## config.mk

```make
export PLATFORM = sky130hd
export DESIGN_NAME = apb_i2c_regs_slave
export DESIGN_NICKNAME = d
export VERILOG_FILES = /design/src/rtl/apb_i2c_pkg.sv /design/src/rtl/apb_byte_fifo.sv /design/src/rtl/apb_i2c_regs_slave.sv
export SDC_FILE = /design/constraint.sdc
export NUM_CORES = 1
export LEC_CHECK = 0
export ABC_AREA = 0
export CORE_UTILIZATION = 55
export CTS_BUF_LIST = sky130_fd_sc_hd__clkbuf_16
export DETAILED_ROUTE_END_ITERATION = 10
export PLACE_DENSITY_LB_ADDON = 0.25
export SLEW_MARGIN = 0
export SYNTH_ARGS = -nofsm -noshare
export SYNTH_HDL_FRONTEND = slang
export SYNTH_HIERARCHICAL = 1
export SYNTH_SLANG_ARGS = --single-unit
```

## constraint.sdc

```tcl
create_clock -name clk -period 7 [get_ports clk]
set_input_delay 1.4 -clock clk [delete_from_list [all_inputs] [get_ports clk]]
set_output_delay 1.4 -clock clk [all_outputs]
set_load 0.02 [all_outputs]
```

## src/rtl/apb_i2c_pkg.sv

```systemverilog
// apb_i2c_pkg: shared FSM state, register offsets and STATUS field positions for the APB/I2C register completer.
package apb_i2c_pkg;
    typedef enum logic [1:0] {IDLE, WAIT, DONE} state_t;
    localparam logic [1:0] REG_CTRL   = 2'd0;
    localparam logic [1:0] REG_STATUS = 2'd1;
    localparam logic [1:0] REG_TXDATA = 2'd2;
    localparam logic [1:0] REG_RXDATA = 2'd3;
    localparam int STAT_TX_LSB = 0;
    localparam int STAT_RX_LSB = 8;
    localparam int STAT_OVF    = 16;
endpackage

```

## src/rtl/apb_byte_fifo.sv

```systemverilog
// apb_byte_fifo: byte FIFO; a pop in the same cycle frees a slot for a push into a full FIFO.
module apb_byte_fifo #(
    parameter int DEPTH = 4
) (
    input  logic                   clk,
    input  logic                   reset,
    input  logic                   push,
    input  logic                   pop,
    input  logic [7:0]             din,
    output logic [7:0]             dout,
    output logic                   full,
    output logic                   empty,
    output logic [$clog2(DEPTH):0] count
);
    localparam int AW = $clog2(DEPTH);
    localparam int CW = AW + 1;
    logic [7:0]    mem_q [DEPTH];
    logic [AW-1:0] wr_q, rd_q;
    logic [CW-1:0] cnt_q;
    logic          do_pop, do_push;
    assign empty   = cnt_q == '0;
    assign full    = cnt_q == CW'(DEPTH);
    assign count   = cnt_q;
    assign dout    = mem_q[rd_q];
    assign do_pop  = pop && !empty;
    assign do_push = push && (!full || do_pop);
    always_ff @(posedge clk) begin
        if (reset) begin
            wr_q  <= '0;
            rd_q  <= '0;
            cnt_q <= '0;
        end else begin
            if (do_push) begin
                mem_q[wr_q] <= din;
                wr_q        <= wr_q + 1'b1;
            end
            if (do_pop) rd_q <= rd_q + 1'b1;
            cnt_q <= cnt_q + CW'(do_push) - CW'(do_pop);
        end
    end
endmodule

```

## src/rtl/apb_i2c_regs_slave.sv

```systemverilog
// apb_i2c_regs_slave: APB completer exposing CTRL/STATUS and TX/RX byte FIFOs to the I2C byte engine.
module apb_i2c_regs_slave
    import apb_i2c_pkg::*;
#(
    parameter logic [1:0] SLAVE_ID    = 2'd1,
    parameter int         ADDR_WIDTH  = 8,
    parameter int         DATA_WIDTH  = 32,
    parameter int         WAIT_STATES = 0,
    parameter int         FIFO_DEPTH  = 4
) (
    input  logic                  clk,
    input  logic                  reset,
    input  logic [1:0]            sel,
    input  logic                  enable,
    input  logic                  write,
    input  logic [ADDR_WIDTH-1:0] addr,
    input  logic [DATA_WIDTH-1:0] wdata,
    output logic [DATA_WIDTH-1:0] rdata,
    output logic                  ready,
    output logic                  slverr,
    output logic [7:0]            ctrl,
    output logic [7:0]            tx_data,
    output logic                  tx_valid,
    input  logic                  tx_pop,
    input  logic [7:0]            rx_data,
    input  logic                  rx_push
);
    localparam int CW = $clog2(FIFO_DEPTH) + 1;
    state_t                state_q;
    logic [3:0]            cnt_q;
    logic                  wr_q, w1c_q, rx_ovf_q, ready_q, slverr_q;
    logic [1:0]            addr_q;
    logic [7:0]            wdata_q, ctrl_q, rx_dout;
    logic [DATA_WIDTH-1:0] rdata_q, status, rd_val;
    logic [CW-1:0]         tx_cnt, rx_cnt;
    logic                  setup, commit, tx_push, rx_pop, tx_full, tx_empty, rx_full, rx_empty;
    logic                  slverr_d, ovf_set, ovf_clr, unused_bits;
    assign unused_bits = ^{addr[ADDR_WIDTH-1:4], addr[1:0], wdata[DATA_WIDTH-1:17], wdata[15:8]};
    assign rdata    = rdata_q;
    assign ready    = ready_q;
    assign slverr   = slverr_q;
    assign ctrl     = ctrl_q;
    assign tx_valid = !tx_empty;
    assign setup    = sel == SLAVE_ID && !enable;
    assign commit   = state_q == WAIT && sel == SLAVE_ID && enable && cnt_q == '0;
    assign tx_push  = commit && wr_q && addr_q == REG_TXDATA;
    assign rx_pop   = commit && !wr_q && addr_q == REG_RXDATA;
    assign ovf_set  = rx_push && rx_full && !(rx_pop && !rx_empty);
    assign ovf_clr  = commit && wr_q && addr_q == REG_STATUS && w1c_q;
    always_comb begin
        status = '0;
        status[STAT_TX_LSB +: CW] = tx_cnt;
        status[STAT_RX_LSB +: CW] = rx_cnt;
        status[STAT_OVF] = rx_ovf_q;
        rd_val = addr_q == REG_CTRL   ? DATA_WIDTH'(ctrl_q) :
                 addr_q == REG_STATUS ? status :
                 addr_q == REG_RXDATA && !rx_empty ? DATA_WIDTH'(rx_dout) : '0;
        slverr_d = wr_q ? (addr_q == REG_RXDATA || (addr_q == REG_TXDATA && tx_full && !(tx_pop && !tx_empty)))
                        : (addr_q == REG_TXDATA || (addr_q == REG_RXDATA && rx_empty));
    end
    always_ff @(posedge clk) begin
        if (reset) begin
            state_q  <= IDLE;
            cnt_q    <= '0;
            wr_q     <= 1'b0;
            w1c_q    <= 1'b0;
            addr_q   <= '0;
            wdata_q  <= '0;
            ctrl_q   <= '0;
            rx_ovf_q <= 1'b0;
            ready_q  <= 1'b0;
            slverr_q <= 1'b0;
            rdata_q  <= '0;
        end else begin
            ready_q  <= commit;
            rx_ovf_q <= ovf_set || (rx_ovf_q && !ovf_clr);
            if (commit) begin
                slverr_q <= slverr_d;
                if (!wr_q) rdata_q <= rd_val;
                if (wr_q && addr_q == REG_CTRL) ctrl_q <= wdata_q;
            end
            case (state_q)
                WAIT: begin
                    if (sel != SLAVE_ID) state_q <= IDLE;
                    else if (enable) begin
                        if (cnt_q == '0) state_q <= DONE;
                        else cnt_q <= cnt_q - 1'b1;
                    end
                end
                default: begin
                    state_q <= setup ? WAIT : IDLE;
                    if (setup) begin
                        wr_q    <= write;
                        addr_q  <= addr[3:2];
                        wdata_q <= wdata[7:0];
                        w1c_q   <= wdata[STAT_OVF];
                        cnt_q   <= 4'(WAIT_STATES);
                    end
                end
            endcase
        end
    end
    apb_byte_fifo #(.DEPTH(FIFO_DEPTH)) u_tx (
        .clk(clk), .reset(reset), .push(tx_push), .pop(tx_pop), .din(wdata_q),
        .dout(tx_data), .full(tx_full), .empty(tx_empty), .count(tx_cnt)
    );
    apb_byte_fifo #(.DEPTH(FIFO_DEPTH)) u_rx (
        .clk(clk), .reset(reset), .push(rx_push), .pop(rx_pop), .din(rx_data),
        .dout(rx_dout), .full(rx_full), .empty(rx_empty), .count(rx_cnt)
    );
endmodule

```

=== After elaboration in Yosys (flattened, before gate mapping) ===
Memories as Yosys holds them, arrays and structs flattened. A register that Yosys moved wholly into a read port is not among the register bits.
Index checks and enable logic that the tools add are counted.

* Memories: 2
* Bits in registers: 75
* Output and inout port bits: 51
* Memory bits (writable): 64

* Equality and inequality tests: 13
* Reductions and logical operators: 46
* Bitwise gates (word level): 2
* Mux-type cells: 24
* Add/subtract/negate cells: 9

{| class="wikitable"
|+ Memory list
! memory !! words !! width !! rd ports !! clocked after memory_dff !! write ports !! line !! RTL
|-
| u_rx.mem_q || 4 || 8 || 1 || 1 || 1 || apb_byte_fifo.sv:17 || <nowiki>logic [7:0] mem_q [DEPTH];</nowiki>
|-
| u_tx.mem_q || 4 || 8 || 1 || 1 || 1 || apb_byte_fifo.sv:17 ||
|}

{| class="wikitable"
|+ Operators with widths
! cell !! count
|-
| 2-to-1 mux 17 bit || 2
|-
| logical AND 1 bit || 22
|-
| 2-to-1 mux 4 bit || 5
|-
| 2-to-1 mux 2 bit || 8
|-
| logical NOT 1 bit || 9
|-
| adder 2 x 1 -> 2 bit (second input constant) || 4
|-
| 2-to-1 mux 1 bit || 8
|-
| 2-to-1 mux 8 bit || 1
|-
| AND reduction 2 bit || 4
|-
| adder 3 x 1 -> 3 bit || 2
|-
| == test 2 x 1 -> 1 bit (second input constant) || 3
|-
| == test 3 bit (second input constant) || 2
|-
| logical NOT 3 bit || 2
|-
| inequality test 2 bit (second input constant) || 3
|-
| subtractor 3 x 1 -> 3 bit || 2
|-
| logical OR 1 bit || 5
|-
| == test 2 bit (second input constant) || 2
|-
| logical NOT 4 bit || 1
|-
| AND reduction 4 bit || 1
|-
| subtractor 4 x 1 -> 4 bit (second input constant) || 1
|-
| inequality test 3 x 1 -> 1 bit (second input constant) || 1
|-
| inequality test 3 x 2 -> 1 bit (second input constant) || 1
|-
| logical NOT 2 bit || 1
|-
| inequality test 2 x 1 -> 1 bit (second input constant) || 1
|-
| other kinds (2) || 3
|}

=== Depth between registers and ports, before layout ===
Gate-level depths: netlist (run 1).

* Word-level depth: 12
* Mapped depth: 13
* Mapped depth without buffers: 12

=== Hierarchy ===
Netlist (run 1), hierarchy kept.

{| class="wikitable"
|+ By module, submodules not included
! module !! sequential area each (µm²) !! area an instance (µm²) !! cells an instance !! times used
|-
| apb_byte_fifo || 1,141.1 || 1,627.8 || 90 || 2
|-
| apb_i2c_regs_slave || 820.8 || 2,182.1 || 250 || 1
|}

=== Least setup slack after synthesis (run 1) ===
OpenSTA, ideal clock, no wires.

* Path type: input-to-reg
* Start point: input port sel[1]
* End point: memory u_tx.mem_q[2][0] (enable)
* Data arrival time: 3.203 ns
* Required time: 6.615 ns
* Slack: 3.412 ns
* Buffers on the path: 1
* Stages: 6
* Cells stage by stage: and4bb_2 buf_4 nand2_1 nor4_1 o21ai_1 nor3b_1

* Word-level cells in the longest chain between the ends: 10

{| class="wikitable"
|+ RTL lines
! item !! line !! RTL
|-
| start: declaration || apb_i2c_regs_slave.sv:13 || <nowiki>input logic [1:0] sel,</nowiki>
|-
| == test 2 x 1 -> 1 bit || apb_i2c_regs_slave.sv:45 || <nowiki>assign commit = state_q == WAIT && sel == SLAVE_ID && enable && cnt_q == '0;</nowiki>
|-
| logical AND 1 bit (3 in a row) || apb_i2c_regs_slave.sv:45 ||
|-
| logical AND 1 bit (2 in a row) || apb_i2c_regs_slave.sv:46 || <nowiki>assign tx_push = commit && wr_q && addr_q == REG_TXDATA;</nowiki>
|-
| named net tx_push || apb_i2c_regs_slave.sv:36 || <nowiki>logic setup, commit, tx_push, rx_pop, tx_full, tx_empty, rx_full, rx_empty;</nowiki>
|-
| logical AND 1 bit || apb_byte_fifo.sv:26 || <nowiki>assign do_push = push && (!full || do_pop);</nowiki>
|-
| 2-to-1 mux 1 bit || apb_byte_fifo.sv:33 || <nowiki>if (do_push) begin</nowiki>
|-
| 2-to-1 mux 1 bit || apb_byte_fifo.sv:28 || <nowiki>if (reset) begin</nowiki>
|-
| 2-to-1 mux 1 bit (not written as such) || apb_byte_fifo.sv:34 || <nowiki>mem_q[wr_q] <= din;</nowiki>
|-
| end: declaration || apb_byte_fifo.sv:17 ||
|}

The timed path passes the listed nets, and every way through them passes these cells.

=== Worst setup path after layout (run 1) ===
* Start point: input port enable
* End point: register u_tx.cnt_q[1], in the netlist u_tx/count[1]

* Word-level cells in the longest chain between the ends: 7

{| class="wikitable"
|+ RTL lines
! item !! line !! RTL
|-
| start: declaration || apb_i2c_regs_slave.sv:14 || <nowiki>input logic enable,</nowiki>
|-
| logical AND 1 bit (2 in a row) || apb_i2c_regs_slave.sv:45 ||
|-
| logical AND 1 bit (2 in a row) || apb_i2c_regs_slave.sv:46 ||
|-
| named net tx_push || apb_i2c_regs_slave.sv:36 ||
|-
| logical AND 1 bit || apb_byte_fifo.sv:26 ||
|-
| adder 3 x 1 -> 3 bit || apb_byte_fifo.sv:38 || <nowiki>cnt_q <= cnt_q + CW'(do_push) - CW'(do_pop);</nowiki>
|-
| subtractor 3 x 1 -> 3 bit || apb_byte_fifo.sv:38 ||
|-
| end signal: assignment || apb_byte_fifo.sv:38 ||
|-
| end: declaration || apb_byte_fifo.sv:19 || <nowiki>logic [CW-1:0] cnt_q;</nowiki>
|}

The timed path passes the listed nets, and every way through them passes these cells.
A chain may end at the register's enable or synchronous reset.

==> out/results.txt, run 1 <==
Post-Route WL - 11500 µm
Fin crit share - 58.3%
Synth area leader - edfxtp_1
Die height - 101 µm
Register area - 3100 µm²
Post-CTS sizing - 0
H-tree levels - 4
Worst Setup Start Kind - input pin
Clock Power Share - 43.2%
Global-route wire length before repair - 18100 µm
Rows - 35
Crit path from - enable
CTS clk-pin slew, worst paths - 0.05 ns
Total Routing Usage GR - 24.0%
CTS tree - yes
Pwr/cell area - 298 nW/µm²
Async SR Flop Fraction - 0%
Initial Util - 57.8%
Max rail drop VDD - 237 µV
GRT overflow - 0
Status - finished, final reports clean
Synth area leaders - edfxtp_1, dfxtp_1, mux4_2
Place WS - 2.62 ns
Setup Fix Bufs, Post-CTS - 0
Synth cell types - 58
Worst EP required - 7.27 ns
Clk_skew - 0.00804 ns
Finished Core Util - 70.5%
Slowest cell on crit path - clkdlybuf4s50_1
Max incr delay on CP - 0.65 ns
Unrepaired setup endpoints after global routing - false
Total negative slack - 0 ns
Post-Synthesis Cells - 430
Layout cell share with drive strength beyond 1 - 14.1%
Initial antenna violation count - 0
Final total power - 1.98 mW
Critical R2R Launch - addr_q[1]
CP top delay family - simple AND/OR/NAND/NOR gates
Clk_lat worst skew - 0.41 ns
Die area - 10300 µm²
Avg Inst Size Synth - 12.6 µm²
Worst Min Path Start - rdata[9]
Via count - 3665
I/O pin count - 107
Cts bufs inserted - 17
#FFs+latches synth - 123
Area Overhead vs Synth - 22.0%
Worst-path fanout max - 12
Worst min path class - flip-flop to flip-flop
Initial drt markers - 292
DR DRC count - 0
DR WL/cell - 18.2 µm
Final hold violation count - 0
Leakage - 2.31 nW
Final ANT Viol Nets - 0
Net Switching - 491 µW
Syn. warnings - 6
Slew headroom - 30.7%
Least-Margin Pin Slew - 1.04 ns
Combinational share of power - 14.2%
# fillers - 641
Max Transition Viols Final - 0
Area of the multi-input gates - 2070 µm²
Worst path bufs/invs - 1
Top FF cell, synth - edfxtp_1
ANT cells - 0
Maximum clock rate - 245 MHz
Bufs on Longest Clock Path - 2
Mapped Area - 5440 µm²
Sequential share of power - 42.6%
Die width - 101 µm
Final Setup Violations - 0
Layout net count - 560
Post-synth EDFFs - 64
Hold WS - 0.463 ns
Core area - 9420 µm²
Net Sw Frac - 24.8%
Pin count of the biggest net entering global routing - 59
Sequential share of the synthesized area - 57.1%
Minimum clock period - 4.08 ns
Vias in the first global route - 3553
DR vias/cell - 5.79
# Max-Cap Violations - 0
DP HPWL - 7480 µm
Final worst slack - 2.92 ns
Design area - 6640 µm²
Critical Path AT - 4.35 ns
DR pass1 iterations - 5
Pint - 1.49 mW
Synth top area share - 35.3%
Non-filler cells, final - 633
DP Cell Count - 601
Worst-path cell chain - clkdlybuf4s50_1 > and4bb_2 > nand2_1 > nor4_1 > o21ai_1 > mux2i_1 > ha_1 > fa_1 > nor2b_1
CP endpoint kind - flip-flop
Final RePlAce weighted congestion - 0.806
Area post-placement - 6050 µm²
CTS sink cnt - 123
# hold bufs at CTS - 0
IO buf count - 57
Clk Tree Root Cell - clkbuf_16
Setup CP Type - input pin to flip-flop
[area by class of cell]
class | count | share of cell area [%]
clock inverters | 15 | 2.39
repair buffers | 68 | 9.77
well taps | 129 | 2.43
inverters | 19 | 1.07
flip-flops and latches | 123 | 46.8
clock buffers | 17 | 6.41
multi-input cells | 262 | 31.2
[power groups by stage]
stage                     logic, mW  clock network [mW]  registers, mW
after global routing          0.305               0.894          0.850
after detailed placement      0.278                   0          0.858
after global placement        0.273                   0          0.856
after CTS                     0.280               0.864          0.845
final                         0.280               0.856          0.844
after floorplan               0.213                   0          0.833
[worst reg2reg max path: stages (launching register included)]
cell and delay, ns:
dfxtp_1 0.79, clkinv_1 0.50, nor4_1 0.66, o21ai_1 0.29
mux2i_1 0.21, ha_1 0.19, fa_1 0.41, nor2b_1 0.13
[state kept, by name (all words and copies together) (netlist names), 2 cells and up, named ones only]
register    flops
state_q         2
u_rx/rd_q       2
u_tx/count      3
u_tx/mem_q     32
u_tx/rd_q       2
u_rx/mem_q     32
u_rx/wr_q       2
u_rx/count      3
ctrl            8
wdata_q         8
addr_q          2
rdata          12
u_tx/wr_q       2
cnt_q           4
[cells by family (layout without fill, tap and decap cells)]
kind of cell / after synthesis / in the layout / synth area share [%]
AO/OA/AOI/OAI: 68 / 68 / 8.08
XOR/XNOR: 8 / 8 / 1.29
adder cells (fa/ha/maj): 13 / 13 / 3.27
buffers and inverters: 64 / 119 / 6.24
flip-flops: 123 / 123 / 57.1
multiplexers: 37 / 37 / 10.7
other: 1 / 20 / 0.0690
AND/OR/NAND/NOR: 116 / 116 / 13.3
[cell usage after synthesis (all sizes together), types with 3 or more instances]
master	n
nand2	23
a31oi	8
mux2	4
nor3b	15
a41oi	5
nand3	13
or3b	4
o21ai	18
xor2	4
mux2i	17
inv	17
clkbuf	13
xnor2	4
nor2b	9
nor2	15
ha	11
buf	32
and3	3
nor3	4
o31ai	3
dfxtp	59
nand2b	7
and3b	3
a311oi	3
a211oi	8
nand3b	3
mux4	16
a21oi	13
edfxtp	64
nand4	7
[path summary, 6_finish.rpt]
| path | endpoint | depth (start not counted) | slack, ns |
|---|---|---|---|
| setup / recovery | u_tx/count[1] | 9 | 2.92 |
| hold / removal | rdata[9] | 2 | 0.46 |
| setup reg to reg | u_tx/count[1] | 7 | 3.69 |
| hold reg to reg | rdata[9] | 2 | 0.46 |
[cell usage in the layout, fill, tap and decap left out, types with 4 or more instances in the layout]
master	synthesis	final
nand4_1	7	7
xnor2_1	4	4
buf_4	22	11
nor3b_1	14	14
nor3_1	4	4
ha_1	11	11
clkbuf_16	0	17
nand3_1	13	13
a31oi_1	8	8
nor2_1	15	15
edfxtp_1	64	64
xor2_1	4	4
clkinv_1	2	4
dfxtp_1	59	59
clkinvlp_4	0	4
inv_1	17	19
a211oi_1	8	8
o21ai_0	15	15
conb_1	1	20
nand2b_1	7	7
nand2_1	23	23
mux2i_1	17	17
mux4_2	16	16
nor2b_1	9	9
clkdlybuf4s50_1	0	56
a41oi_1	5	5
a21oi_1	13	13
[per-layer routing]
layer	global-route usage [%]	vias to the layer above	wire length [µm]
li1	-	1687	-
met1	30.9	1808	4970
met2	39.5	157	5700
met3	6.49	13	703
met4	7.92	0	141
met5	0	-	0
Note: power is estimated with default switching activity, not from simulation.
==> run 2: changes to the inputs <==
--- a/config.mk
+++ b/config.mk
@@ -6,7 +6,7 @@
 export NUM_CORES = 1
 export LEC_CHECK = 0
 export ABC_AREA = 0
-export CORE_UTILIZATION = 55
+export CORE_UTILIZATION = 52
 export CTS_BUF_LIST = sky130_fd_sc_hd__clkbuf_16
 export DETAILED_ROUTE_END_ITERATION = 10
 export PLACE_DENSITY_LB_ADDON = 0.25
==> constraint.sdc (replaced) <==
create_clock -name clk -period 3.8 [get_ports clk]
set_input_delay 0.76 -clock clk [delete_from_list [all_inputs] [get_ports clk]]
set_output_delay 0.76 -clock clk [all_outputs]
set_load 0.02 [all_outputs]
==> out/results.txt, run 2 (synthesis gave the netlist of run 1 again) <==
CTS clk-pin slew, worst paths - 0.05 ns
IO buf count - 57
Register area - 3100 µm²
Area Overhead vs Synth - 23.6%
CP endpoint kind - flip-flop
# fillers - 721
Most common cell after layout, fill and taps aside - edfxtp_1
Via count - 3663
Pwr/cell area - 555 nW/µm²
Max rail drop VDD - 336 µV
Critical Path AT - 3.37 ns
Unrepaired setup endpoints after global routing - false
DR pass1 iterations - 5
Hold WS - 0.472 ns
Die height - 104 µm
Clk Tree Root Cell - clkbuf_16
Die width - 104 µm
Most frequent cells in the layout - edfxtp_1, dfxtp_1, clkdlybuf4s50_1, nand2_1, conb_1
Clk_lat worst skew - 0.41 ns
Layout net count - 567
Core area - 9950 µm²
Total Routing Usage GR - 22.0%
Cts bufs inserted - 17
DR DRC count - 0
H-tree levels - 4
GRT overflow - 0
Initial Util - 54.6%
Least-Margin Pin Slew - 1.07 ns
Post-CTS sizing - 0
Vias in the first global route - 3509
Die area - 10900 µm²
Final Setup Violations - 0
Pin count of the biggest net entering global routing - 32
CTS sink cnt - 123
Maximum clock rate - 323 MHz
Final hold violation count - 0
DR WL/cell - 17.4 µm
Max Transition Viols Final - 0
Finished Core Util - 67.5%
Minimum clock period - 3.09 ns
Area of the multi-input gates - 2070 µm²
CTS tree - yes
Total negative slack - 0 ns
# Max-Cap Violations - 0
Global-route wire length before repair - 18300 µm
ANT cells - 0
Worst min path class - flip-flop to flip-flop
Worst Setup Start Kind - input pin
Setup Fix Bufs, Post-CTS - 0
Rows - 36
Initial drt markers - 242
Slew headroom - 28.6%
Design area - 6720 µm²
Setup CP Type - input pin to flip-flop
I/O pin count - 107
Final RePlAce weighted congestion - 0.798
Area post-placement - 6110 µm²
Status - finished, final reports clean
Leakage - 2.36 nW
Initial antenna violation count - 0
DR vias/cell - 5.69
Post-Route WL - 11200 µm
# hold bufs at CTS - 0
Bufs on Longest Clock Path - 2
Final ANT Viol Nets - 0
Clk_skew - 0.00850 ns
Worst EP required - 4.08 ns
Worst-path fanout max - 5
Fin crit share - 81.4%
Layout cell share with drive strength beyond 1 - 15.9%
DP HPWL - 7610 µm
[run 2: cell types whose count changed in the layout (fill, tap and decap cells not counted), sizes merged]
cell / previous run / this run
clkinv: 8 / 6
buf: 12 / 19
clkinvlp: 4 / 2
inv: 19 / 23
[run 2: cell type report]
| class | count | area share (%) |
|---|---|---|
| multi-input combinational | 262 | 30.8 |
| clock buffer | 17 | 6.33 |
| clock inverter | 15 | 2.79 |
| tap | 133 | 2.48 |
| sequential | 123 | 46.2 |
| timing repair buffer | 75 | 10.4 |
| inverter | 19 | 1.06 |
[run 2: final timing paths]
kind,from,endpoint,slack [ns],cells after the start
setup / recovery,sel[1],u_rx/count[2],0.71,11
hold reg to reg,rdata[8],rdata[8],0.47,2
hold / removal,rdata[8],rdata[8],0.47,2
setup reg to reg,cnt_q[0],u_rx/count[2],0.87,12
[run 2: per-layer routing]
layer  global-route usage (%)  vias to the layer above  part of all wire [%]
met2                     33.3                      156                    47
met3                     5.45                       19                   6.9
met4                     10.0                        0                   1.8
li1                         -                     1698                     -
met5                        0                        -                     0
met1                     29.9                     1790                    44
[run 2: worst max-delay path, cell delays in order]
cell	delay (ns)
clkdlybuf4s50_1	0.48
nand4bb_4	0.29
nor4_4	0.30
and3_2	0.28
o31ai_1	0.13
mux2i_1	0.15
ha_1	0.22
fa_1	0.39
xnor2_1	0.18
xnor2_1	0.13
nor2_1	0.05
[run 2: through the flow]
step | cells | power, mW | worst slack, ns
5_1_grt | 644 | 3.87 | 0.589
4_1_cts | 644 | 3.75 | 0.719
2_1_floorplan | 449 | 1.93 | 0.852
3_5_place_dp | 612 | 2.10 | 0.344
6_report | 644 | 3.73 | 0.708
3_3_place_gp | 612 | 2.08 | 0.378
[run 2: where the power goes]
group / total, mW / switching, mW / internal [mW]
Combinational: 0.522 / 0.255 / 0.266
Sequential: 1.55 / 0.0879 / 1.46
Clock: 1.66 / 0.613 / 1.04
Total: 3.73 / 0.956 / 2.77
==> run 3: changes to the inputs <==
--- a/config.mk
+++ b/config.mk
@@ -6,7 +6,7 @@
 export NUM_CORES = 1
 export LEC_CHECK = 0
 export ABC_AREA = 0
-export CORE_UTILIZATION = 52
+export CORE_UTILIZATION = 47
 export CTS_BUF_LIST = sky130_fd_sc_hd__clkbuf_16
 export DETAILED_ROUTE_END_ITERATION = 10
 export PLACE_DENSITY_LB_ADDON = 0.25
==> constraint.sdc (replaced) <==
create_clock -name clk -period 2.7 [get_ports clk]
set_input_delay 0.54 -clock clk [delete_from_list [all_inputs] [get_ports clk]]
set_output_delay 0.54 -clock clk [all_outputs]
set_load 0.02 [all_outputs]
==> out/results.txt, run 3 (synthesis gave the netlist of run 1 again) <==
# Max-Cap Violations - 0
Cts bufs inserted - 17
Initial Util - 49.1%
Rows - 38
Clk_skew - 0.00826 ns
Final hold violation count - 0
Worst path bufs/invs - 17
# hold bufs at CTS - 0
Slowest cell on crit path - dfxtp_2
Area Overhead vs Synth - 31.5%
Pwr/cell area - 758 nW/µm²
Crit path depth - 19
Via count - 3815
Worst EP required - 3.05 ns
IO buf count - 57
DP HPWL - 7800 µm
Die height - 110 µm
H-tree levels - 4
Clk_lat worst skew - 0.41 ns
Pin count of the biggest net entering global routing - 34
Max rail drop VDD - 537 µV
CTS sink cnt - 123
Setup CP Type - flip-flop to flip-flop
Slew headroom - 40.4%
Vias in the first global route - 3711
Worst Setup Start Kind - flip-flop
Worst-path cell chain - inv_2 > buf_4 > buf_4 > buf_4 > buf_4 > buf_4 > buf_4 > buf_4 > buf_4 > buf_4 > buf_4 > buf_4 > buf_4 > buf_4 > buf_4 > buf_4 > buf_4 > a211oi_2 > mux2_4
Layout net count - 608
DR WL/cell - 17.8 µm
Die width - 110 µm
CP endpoint kind - flip-flop
Bufs on Longest Clock Path - 2
DR pass1 iterations - 4
Maximum clock rate - 378 MHz
Critical Path Most Common Cell - buf_4
Die area - 12000 µm²
Core area - 11100 µm²
Max Transition Viols Final - 0
Least-Margin Pin Slew - 0.892 ns
Initial antenna violation count - 0
Worst-path fanout max - 2
Most frequent cells in the layout - edfxtp_1, dfxtp_1, buf_4, clkdlybuf4s50_1, nand2_1
Finished Core Util - 64.6%
Unrepaired setup endpoints after global routing - true
Max incr delay on CP - 0.34 ns
CP top delay family - buffers and inverters
Global-route wire length before repair - 18800 µm
Final RePlAce weighted congestion - 0.834
Post-Route WL - 12300 µm
Status - finished, final reports clean
I/O pin count - 107
Minimum clock period - 2.65 ns
Final ANT Viol Nets - 0
Fin crit share - 98.1%
Layout cell share with drive strength beyond 1 - 25.0%
Leakage - 2.60 nW
CTS clk-pin slew, worst paths - 0.06 ns
Final Setup Violations - 0
DR DRC count - 0
Total Routing Usage GR - 21.6%
GRT overflow - 0
ANT cells - 0
DR vias/cell - 5.51
Hold path depth - 2
Clk Tree Root Cell - clkbuf_16
Area post-placement - 6260 µm²
Design area - 7150 µm²
CTS tree - yes
Initial drt markers - 159
Critical Path AT - 3.00 ns
Worst R2R Path Depth - 19
Worst min path class - flip-flop to flip-flop
Most common cell after layout, fill and taps aside - edfxtp_1
run 3: changes by cell type in the layout (fill, tap and decap cells not counted), sizes merged:
| cell | previous run | this run |
|---|---|---|
| dlymetal6s2s | 0 | 3 |
| clkinvlp | 2 | 1 |
| bufinv | 3 | 4 |
| clkdlybuf4s50 | 56 | 53 |
| inv | 23 | 22 |
| clkinv | 6 | 7 |
| buf | 19 | 60 |
run 3: layout make-up:
| cell class | count | area (µm²) |
|---|---|---|
| inverters | 19 | 71.3 |
| clock buffers | 17 | 425 |
| multi-input cells | 262 | 2140 |
| repair buffers | 116 | 1020 |
| well taps | 140 | 175 |
| flip-flops and latches | 123 | 3110 |
| clock inverters | 15 | 211 |
| fillers | 836 | 3930 |
run 3: through the flow:
step                      setup TNS, ns  worst slack, ns  power (mW)  hold slack, ns  std cells
after detailed placement         -10.55           -0.421        2.98           0.457        638
after global routing             -0.201           -0.103        5.62           0.481        692
after CTS                       -0.0328          -0.0237        5.43           0.476        688
after floorplan                  -0.676          -0.0281        2.71           0.450        449
after global placement            -9.37           -0.366        2.95           0.461        638
final                                 0           0.0523        5.42           0.475        692
run 3: final timing paths:
check / slack, ns / start / end
setup / recovery: 0.05 / cnt_q[0] / cnt_q[0]
hold / removal: 0.47 / rdata[8] / rdata[8]
setup reg to reg: 0.05 / cnt_q[0] / cnt_q[0]
hold reg to reg: 0.47 / rdata[8] / rdata[8]
run 3: repair_timing:
item | CTS | global route
hold endpoints to repair | 0 | 0
gates cloned | 0 | 0
pin swaps | 6 | 9
setup endpoints to repair | 2 | 5
setup buffers | 18 | 4
resized for setup | 13 | 11
run 3: report_power, final:
group	switching (mW)	total, mW	internal [mW]
logic	0.407	0.820	0.413
clock network	0.868	2.43	1.56
registers	0.113	2.17	2.06
total	1.39	5.42	4.04
run 3: metal layers:
metal | share of wire, % | global-route usage (%) | wire [µm] | vias up
li1 | - | - | - | 1782
met3 | 5.2 | 5.10 | 636 | 24
met2 | 49 | 35.3 | 6050 | 130
met1 | 43 | 27.5 | 5310 | 1879
met4 | 2.3 | 9.33 | 286 | 0
met5 | 0 | 0 | 0 | -
run 3: worst register-to-register path, cell delays in order, from the launching register on:
cell and delay (ns):
dfxtp_2 0.34, inv_2 0.05, buf_4 0.13, buf_4 0.12, buf_4 0.12, buf_4 0.12
buf_4 0.12, buf_4 0.12, buf_4 0.12, buf_4 0.12, buf_4 0.12, buf_4 0.12
buf_4 0.12, buf_4 0.12, buf_4 0.12, buf_4 0.12, buf_4 0.11, buf_4 0.12
a211oi_2 0.13, mux2_4 0.16
